File: src/rtl/debounce_pkg.sv
// rtl/debounce_pkg.sv - shared types, defaults and width helper for the input scan debouncer
package debounce_pkg;

    typedef enum logic [0:0] {
        IDLE = 1'b0,
        SCAN = 1'b1
    } scan_state_t;

    localparam int DEFAULT_N_INPUTS     = 4;
    localparam int DEFAULT_TICK_DIV     = 27000;
    localparam int DEFAULT_STABLE_TICKS = 10;

    // Counters only ever reach STABLE_TICKS-1; the extra headroom keeps STABLE_TICKS=1 legal.
    function automatic int cnt_width(input int stable_ticks);
        return $clog2(stable_ticks + 1);
    endfunction

endpackage

File: src/rtl/input_scan_debouncer_if.sv
// rtl/input_scan_debouncer_if.sv - switch-level bus between pad logic and the debouncer
interface input_scan_debouncer_if #(
    parameter int N_INPUTS = 4
);
    logic [N_INPUTS-1:0] noisy_in;
    logic [N_INPUTS-1:0] enable_in;
    logic [N_INPUTS-1:0] clean_out;
    logic [N_INPUTS-1:0] rise_out;
    logic [N_INPUTS-1:0] fall_out;
    logic                scan_busy_out;

    modport master (
        output noisy_in,
        output enable_in,
        input  clean_out,
        input  rise_out,
        input  fall_out,
        input  scan_busy_out
    );

    modport slave (
        input  noisy_in,
        input  enable_in,
        output clean_out,
        output rise_out,
        output fall_out,
        output scan_busy_out
    );
endinterface

File: src/rtl/debounce_tick_gen.sv
// rtl/debounce_tick_gen.sv - free-running prescaler emitting one scan tick every TICK_DIV cycles
module debounce_tick_gen
    import debounce_pkg::*;
#(
    parameter int TICK_DIV = DEFAULT_TICK_DIV
) (
    input  logic clock_in,
    input  logic reset_n_in,
    output logic tick_out
);
    localparam int PW = (TICK_DIV > 1) ? $clog2(TICK_DIV) : 1;
    localparam logic [PW-1:0] LAST = PW'(TICK_DIV - 1);

    logic [PW-1:0] count_q;

    always_ff @(posedge clock_in or negedge reset_n_in) begin
        if (!reset_n_in) begin
            count_q <= '0;
        end else if (count_q == LAST) begin
            count_q <= '0;
        end else begin
            count_q <= count_q + 1'b1;
        end
    end

    assign tick_out = (count_q == LAST);

endmodule

File: src/rtl/input_scan_debouncer.sv
// rtl/input_scan_debouncer.sv - round-robin debouncer for switch inputs with a shared prescaler
module input_scan_debouncer
    import debounce_pkg::*;
#(
    parameter int N_INPUTS     = DEFAULT_N_INPUTS,
    parameter int TICK_DIV     = DEFAULT_TICK_DIV,
    parameter int STABLE_TICKS = DEFAULT_STABLE_TICKS
) (
    input  logic                    clock_in,
    input  logic                    reset_n_in,
    input_scan_debouncer_if.slave   bus
);
    localparam int CNT_W = cnt_width(STABLE_TICKS);
    localparam int IDX_W = (N_INPUTS > 1) ? $clog2(N_INPUTS) : 1;
    localparam logic [CNT_W-1:0] CNT_LAST = CNT_W'(STABLE_TICKS - 1);
    localparam logic [IDX_W-1:0] IDX_LAST = IDX_W'(N_INPUTS - 1);

    if (TICK_DIV < N_INPUTS + 2 || STABLE_TICKS < 1) begin : g_param_check
        $error("input_scan_debouncer: TICK_DIV must be >= N_INPUTS+2 and STABLE_TICKS >= 1");
    end

    logic [N_INPUTS-1:0] sync_meta_q;
    logic [N_INPUTS-1:0] sync_q;
    logic [N_INPUTS-1:0] clean_q;
    logic [N_INPUTS-1:0] rise_q;
    logic [N_INPUTS-1:0] fall_q;
    logic [CNT_W-1:0]    cnt_q [N_INPUTS];

    scan_state_t         state_q, state_d;
    logic [IDX_W-1:0]    idx_q, idx_d;
    logic                tick;
    logic                scan_active;

    debounce_tick_gen #(
        .TICK_DIV (TICK_DIV)
    ) u_tick_gen (
        .clock_in   (clock_in),
        .reset_n_in (reset_n_in),
        .tick_out   (tick)
    );

    always_ff @(posedge clock_in or negedge reset_n_in) begin
        if (!reset_n_in) begin
            sync_meta_q <= '0;
            sync_q      <= '0;
        end else begin
            sync_meta_q <= bus.noisy_in;
            sync_q      <= sync_meta_q;
        end
    end

    always_ff @(posedge clock_in or negedge reset_n_in) begin
        if (!reset_n_in) begin
            state_q <= IDLE;
            idx_q   <= '0;
        end else begin
            state_q <= state_d;
            idx_q   <= idx_d;
        end
    end

    // A tick landing while SCAN is still running is simply ignored.
    always_comb begin
        state_d = state_q;
        idx_d   = idx_q;
        case (state_q)
            IDLE: begin
                if (tick) begin
                    state_d = SCAN;
                    idx_d   = '0;
                end
            end
            SCAN: begin
                if (idx_q == IDX_LAST) begin
                    state_d = IDLE;
                end else begin
                    idx_d = idx_q + 1'b1;
                end
            end
            default: state_d = IDLE;
        endcase
    end

    assign scan_active = (state_q == SCAN);

    // Only the channel in the current scan slot is touched, so pulses stay one-hot.
    always_ff @(posedge clock_in or negedge reset_n_in) begin
        if (!reset_n_in) begin
            for (int i = 0; i < N_INPUTS; i++) begin
                cnt_q[i] <= '0;
            end
            clean_q <= '0;
            rise_q  <= '0;
            fall_q  <= '0;
        end else begin
            rise_q <= '0;
            fall_q <= '0;
            if (scan_active) begin
                if (!bus.enable_in[idx_q] || (sync_q[idx_q] == clean_q[idx_q])) begin
                    cnt_q[idx_q] <= '0;
                end else if (cnt_q[idx_q] == CNT_LAST) begin
                    cnt_q[idx_q]   <= '0;
                    clean_q[idx_q] <= sync_q[idx_q];
                    rise_q[idx_q]  <= sync_q[idx_q];
                    fall_q[idx_q]  <= ~sync_q[idx_q];
                end else begin
                    cnt_q[idx_q] <= cnt_q[idx_q] + 1'b1;
                end
            end
        end
    end

    assign bus.clean_out     = clean_q;
    assign bus.rise_out      = rise_q;
    assign bus.fall_out      = fall_q;
    assign bus.scan_busy_out = scan_active;

endmodule

File: src/flat_wrapper.sv
// flat-port wrapper written by rule: the top's interface ports become plain ports
module input_scan_debouncer_flat import debounce_pkg::*;
#(
    parameter int N_INPUTS     = DEFAULT_N_INPUTS,
    parameter int TICK_DIV     = DEFAULT_TICK_DIV,
    parameter int STABLE_TICKS = DEFAULT_STABLE_TICKS
)
  (clock_in, reset_n_in, bus_noisy_in, bus_enable_in, bus_clean_out, bus_rise_out, bus_fall_out, bus_scan_busy_out);
  input_scan_debouncer_if #(.N_INPUTS(N_INPUTS)) bus_i ();
  input  logic clock_in;
  input  logic reset_n_in;
  input wire logic [$bits(bus_i.noisy_in)-1:0] bus_noisy_in;
  input wire logic [$bits(bus_i.enable_in)-1:0] bus_enable_in;
  output wire logic [$bits(bus_i.clean_out)-1:0] bus_clean_out;
  output wire logic [$bits(bus_i.rise_out)-1:0] bus_rise_out;
  output wire logic [$bits(bus_i.fall_out)-1:0] bus_fall_out;
  output wire logic [$bits(bus_i.scan_busy_out)-1:0] bus_scan_busy_out;
  assign bus_i.noisy_in = bus_noisy_in;
  assign bus_i.enable_in = bus_enable_in;
  assign bus_clean_out = bus_i.clean_out;
  assign bus_rise_out = bus_i.rise_out;
  assign bus_fall_out = bus_i.fall_out;
  assign bus_scan_busy_out = bus_i.scan_busy_out;
  input_scan_debouncer #(.N_INPUTS(N_INPUTS), .TICK_DIV(TICK_DIV), .STABLE_TICKS(STABLE_TICKS)) u_core (.clock_in(clock_in), .reset_n_in(reset_n_in), .bus(bus_i));
endmodule
File: config.mk
export PLATFORM = sky130hd
export DESIGN_NAME = input_scan_debouncer_flat
export DESIGN_NICKNAME = d
export VERILOG_FILES = /design/src/rtl/debounce_pkg.sv /design/src/rtl/input_scan_debouncer_if.sv /design/src/rtl/debounce_tick_gen.sv /design/src/rtl/input_scan_debouncer.sv /design/src/flat_wrapper.sv
export SDC_FILE = /design/constraint.sdc
export NUM_CORES = 1
export LEC_CHECK = 0
export CORE_MARGIN = 1.5
export CORE_UTILIZATION = 30
export DETAILED_ROUTE_END_ITERATION = 12
export GPL_TIMING_DRIVEN = 0
export PLACE_DENSITY = 0.48
export SYNTH_ARGS = -nofsm -noshare
export SYNTH_HDL_FRONTEND = slang
export SYNTH_SLANG_ARGS = --single-unit
File: constraint.sdc
create_clock -name clock_in -period 5.93 [get_ports clock_in]
set_clock_uncertainty 0.2 [all_clocks]
set_input_delay 1.779 -clock clock_in [delete_from_list [all_inputs] [get_ports clock_in]]
set_output_delay 1.779 -clock clock_in [all_outputs]
set_load 0.005 [all_outputs]
; ---- Word level (Yosys, flattened, before mapping)
; Index checks and enable logic that the tools add are counted.
[totals]
wordCells = 69
regBits = 54
output_inout_bits = 13
[op_classes]
addsub = 3
n_eq_ne = 6
n_bitwise = 8
mux = 30
reduce_logical = 6
magnitude_cmp = 4
[ops]
columns = operator, count
row1 = 4-bit 2-to-1 mux, 9
row2 = 16-bit 2-to-1 mux, 2
row3 = 16-bit bitwise AND, 1
row4 = 16-bit bitwise mux, 1
row5 = 16-bit NOT, 1
row6 = 15-bit by 1-bit adder with 15-bit output (second input constant), 1
row7 = 15-bit == test (second input constant), 1
row8 = 15-bit 2-to-1 mux, 1
row9 = 4-bit bitwise AND, 2
row10 = 4-bit binary-select mux with 2-bit select, 1
row11 = 4-bit demux with 2-bit select, 1
row12 = 1-bit binary-select mux with 2-bit select, 3
row13 = 1-bit 2-to-1 mux, 6
row14 = 4-bit by 1-bit adder with 4-bit output (second input constant), 1
row15 = 4-bit bitwise mux, 1
row16 = 4-bit == test (second input constant), 1
row17 = 2-bit 2-to-1 mux, 2
row18 = 2-bit one-hot mux with 2 select lines, 1
row19 = 3-bit greater-or-equal comparator (second input constant), 1
row20 = 2-bit by 3-bit less-than comparator with 1-bit output (second input constant), 1
row21 = 3-bit by 1-bit less-than comparator with 1-bit output (second input constant), 1
row22 = 1-bit NOT, 3
row23 = 2-bit NOT with 3-bit output, 1
row24 = 3-bit AND reduction, 1
row25 = 12 further kinds, 13

; ---- Depth between registers and ports, before layout
[depth]
ltp_word = 9
depth_mapped = 9
ltp_nobuf = 8

; ---- By module
; A second synthesis with hierarchy kept.
[hier_totals]
cells_unflattened = 190
hier_area_um2 = 2447.3
[modules_own_cells]
columns = module, area_per_inst_um2, cells_per_inst, seq_area_each_um2, n_inst
row1 = input_scan_debouncer, 1722.9, 123, 975.9, 1
row2 = debounce_tick_gen, 724.4, 67, 375.4, 1

; ---- Least setup slack after synthesis
; No wires, ideal clock.
[synth_path]
kind = input to register
from = input port bus_enable_in[1]
to = register u_core.clean_q[3], in the netlist u_core.bus.clean_out[3]
arrival_ns = 2.796
n_path_buf = 0
setup_slack_ns = 2.810
stages = 4
setup_time_ns = 0.125
cell_sequence = mux4_1 > nand2_4 > nor3_1 > mux2_2
[synth_between]
elab_chain_len = 6
[synth_rtl]
columns = element, line_no
row1 = from (decl), flat_wrapper.sv:13  ; input wire logic [$bits(bus_i.enable_in)-1:0] bus_enable_in;
row2 = 1-bit binary-select mux with 2-bit select, input_scan_debouncer.sv:99  ; if (!bus.enable_in[idx_q] || (sync_q[idx_q] == clean_q[idx_q])) begin
row3 = 1-bit 2-to-1 mux (not written as such), input_scan_debouncer.sv:99
row4 = 1-bit zero test, input_scan_debouncer.sv:99
row5 = 1-bit logical OR, input_scan_debouncer.sv:99
row6 = 1-bit NOT (no source line), -
row7 = 3-bit AND reduction (no source line), -
row8 = "to (signal, indexed assignment)", input_scan_debouncer.sv:103  ; clean_q[idx_q] <= sync_q[idx_q];
row9 = to (decl), input_scan_debouncer.sv:24  ; logic [N_INPUTS-1:0] clean_q;
; Every way passes these cells. The select of a mux whose other input is x is not followed.
; A chain may end at the register's enable or synchronous reset.

; ---- Worst setup path after layout
; Same ends and word-level chain as after synthesis.

==> results by group <==
STA
  – Fin. Hold Viols: 0
  – Final period util: 55.7%
  – Final Max Tran Viols: 0
  – Achievable frequency: 0.303 GHz
  – RSZ-0062 raised after global routing: no
  – Max_slew headroom: 61.1%
  – Final min period: 3.30 ns
  – Final setup viols: 0
  – Setup TNS: 0 ns
  – Transition time of the tightest slew-check pin: 0.583 ns

Critical path
  – Worst-path fanout max: 9
  – CP delay by family, top: multiplexers
  – Worst EP required: 5.92 ns
  – Slowest CP cell: mux4_1
  – Cell Chain, Critical Path: clkdlybuf4s50_1 > mux4_1 > nand2_4 > nor3_1 > mux2_2
  – CP bufs+invs: 1
  – Max stage delay on crit path: 0.59 ns
  – Startpoint Class: input port
  – Arr. time, crit path: 3.30 ns
  – CP Capture Type: register
  – CP Class: input port to register

Global routing
  – Initial antenna violation count: 0
  – Remaining Overflow, GRT: 0
  – Vias in the first global route: 1491
  – Largest net degree at the start of global routing: 31
  – First-pass GRT wire length: 7310 um
  – GRT Total Usage: 11.1%

Logic synthesis
  – Yosys cell types: 35
  – Post-Syn Instances: 188
  – Mux share of post-synthesis cell area: 13.8%
  – Cell Area, Synth: 0.00240 sq mm
  – Simple-gate share of the synthesized area: 15.0%
  – Fraction of the mapped netlist area in compound gates: 3.49%
  – Synth top area cells: dfrtp_1, mux2_2, mux4_2
  – Post-Synth XOR/XNOR Area: 6.15%
  – Seq cells post-synth: 54
  – Yosys warns: 0
  – Syn Nets: 205
  – Share of the synthesized area in the top cell type: 56.3%
  – Synth Area in Adders: 3.65%
  – Largest family of logic cells by synthesized area: simple AND/OR/NAND/NOR gates
  – Sequential cell area fraction in the yosys report: 56.3%
  – Synth Area per Inst: 12.8 sq um
  – Cell accounting for the most synthesized area: dfrtp_1

Power and ir drop
  – Final Power: 0.000597 W
  – Max VDD drop: 106 uV
  – Cell area power density: 209 mW/mm^2
  – Leakage: 1.25 nW

Routing
  – Drt total wl: 4280 um
  – Routed metal-1 wirelength: 2230 um
  – Met2 routed WL: 1840 um
  – Vias: 1447
  – Routed wl met3: 157 um
  – WL/cell: 13.3 um
  – Uppermost layer routed: met4
  – Drt drc: 0
  – Drt first pass iters: 4
  – 1st-iter DRT viols: 64
  – Avg Vias per Cell: 4.51
  – Routed Antenna Nets: 0

Clock tree
  – Clk Latency, worst-skew pair: 0.30 ns
  – Num CTS Buffers: 5
  – Clk root buf: clkbuf_8
  – Post CTS Setup Buffer Count: 0
  – Hold Buf Count CTS: 0
  – CTS sink cnt: 54
  – H-tree depth: 2
  – Clock Pin Slew Worst Setup and Hold Paths: 0.09 ns
  – CTS max path bufs: 2
  – CTS resizes: 0
  – CTS tree: built

Placed design
  – GPL Wtd Cong: 0.752
  – PortBufs: 22
  – DPL Wire Length: 2990 um
  – Placed cell count: 313

Final layout
  – Layout net count: 235
  – Non-Filler Instances: 321
  – Synth-to-Final Area Change: 18.9%
  – N_diodes: 0
  – Share of cells above drive strength 1: 19.2%

Floorplanning
  – Core ar.: 0.00773 sq mm
  – Initial core utilization: 31.1%
  – Row count: 32
  – DIE HEIGHT: 92.4 um
  – Ports: 23
  – Die ar.: 0.00855 sq mm
  – Die Width: 92.4 um

Worst hold path
  – Worst Hold Class: register to register

Job
  – Max Cap Viol: 0

Run status
  – Status: finished, final reports clean
routing by layer:
layer,vias up,GRT usage (%)
met5,-,0
met4,0,3.08
met3,5,2.87
met2,23,16.6
met1,708,15.9
li1,711,-
worst register-to-register path: stages (launching register included):
cell and delay (ns):
dfrtp_1 0.44, buf_6 0.19, mux4_1 0.62, inv_1 0.08
ha_1 0.15, nand2_1 0.06, o22ai_1 0.28, nand2b_4 0.11
nor3_1 0.22, mux2_2 0.36
layout by cell type (no fill, tap or decap), drive strengths merged, types with 2 or more instances in the layout:
cell type and instances:
dfrtp 54, nor2 22, clkdlybuf4s50 21, mux2 14, nand2 13, nand3 10
xor2 10, clkbuf 9, nor3 8, ha 7, o21ai 7, xnor2 6
mux4 6, inv 4, nand4 4, buf 4, mux2i 3, nand2b 3
or3 2, nor2b 2, o31ai 2
state kept, by name, summed over array words and instances, names as in the netlist:
| name | count |
|---|---|
| u_core.bus.rise_out | 4 |
| u_core.sync_q | 4 |
| u_core.bus.scan_busy_out | 1 |
| u_core.bus.clean_out | 4 |
| u_core.cnt_q | 16 |
| u_core.u_tick_gen.count_q | 15 |
| u_core.idx_q | 2 |
| u_core.sync_meta_q | 4 |
| u_core.bus.fall_out | 4 |
cells in the mapped netlist, drive strengths merged:
cell type  count
dfrtp         54
o21a           1
buf            2
and2b          1
nand2b         3
nand4b         1
inv            4
a21oi          1
nand3         10
nor4           1
mux2i          3
or3            2
o21ai          7
mux2          14
o31ai          2
clkbuf         2
and3           1
ha             7
nor2          22
xnor2          6
nor2b          2
o22ai          1
mux4           6
xor2          10
nor3           8
nand2         13
nand4          4
metrics by stage:
| step | hold WS [ns] | worst slack, ns | area (sq um) | util (%) |
|---|---|---|---|---|
| 2_1_floorplan | 0.131 | 2.81 | 2400 | - |
| 3_3_place_gp | 0.135 | 1.19 | 2750 | 35.6 |
| 4_1_cts | 0.159 | 2.63 | 2850 | 36.9 |
| 3_5_place_dp | 0.136 | 2.30 | 2760 | 35.8 |
| 5_1_grt | 0.167 | 2.58 | 2850 | 36.9 |
| 6_report | 0.158 | 2.63 | 2850 | 36.9 |
logic make-up (layout without fill, tap and decap cells):
| kind of cell | Yosys count | after routing |
|---|---|---|
| simple gates | 68 | 68 |
| flops | 54 | 54 |
| mux | 23 | 23 |
| xor+xnor | 16 | 16 |
| compound gates | 12 | 12 |
| buf+inv | 8 | 39 |
| fa+ha+maj | 7 | 7 |
area by class of cell:
cell class	instances	area, sq um
fill	766	4870
sequential	54	1350
multi-input combinational	126	1010
timing repair buffer	23	235
tap	102	128
clock buffer	7	86.3
buffer	4	23.8
inverter	4	15.0
clock inverter	1	5.00
power by group:
part | switching [W] | internal (W) | total, W
registers | 0.000000662 | 0.000371 | 0.000371
logic | 0.0000113 | 0.00000813 | 0.0000194
clock network | 0.000112 | 0.0000944 | 0.000206
final timing paths:
path	startpoint	end	slack [ns]	cells after the start
worst min-delay path	u_core.sync_meta_q[1]$_DFF_PN0_	u_core.sync_q[1]$_DFF_PN0_	0.16	0
worst max-delay path	bus_enable_in[1]	u_core.bus.clean_out[3]$_DFFE_PN0P_	2.63	5
max in group asynchronous	reset_n_in	u_core.u_tick_gen.count_q[10]$_DFF_PN0_	3.69	2
worst max register to register	u_core.idx_q[0]$_DFFE_PN0P_	u_core.bus.clean_out[3]$_DFFE_PN0P_	3.11	9
worst min register to register	u_core.sync_meta_q[1]$_DFF_PN0_	u_core.sync_q[1]$_DFF_PN0_	0.16	0
min in group asynchronous	reset_n_in	u_core.bus.fall_out[0]$_DFF_PN0_	1.27	1
Power figures use the tool's default switching activity.
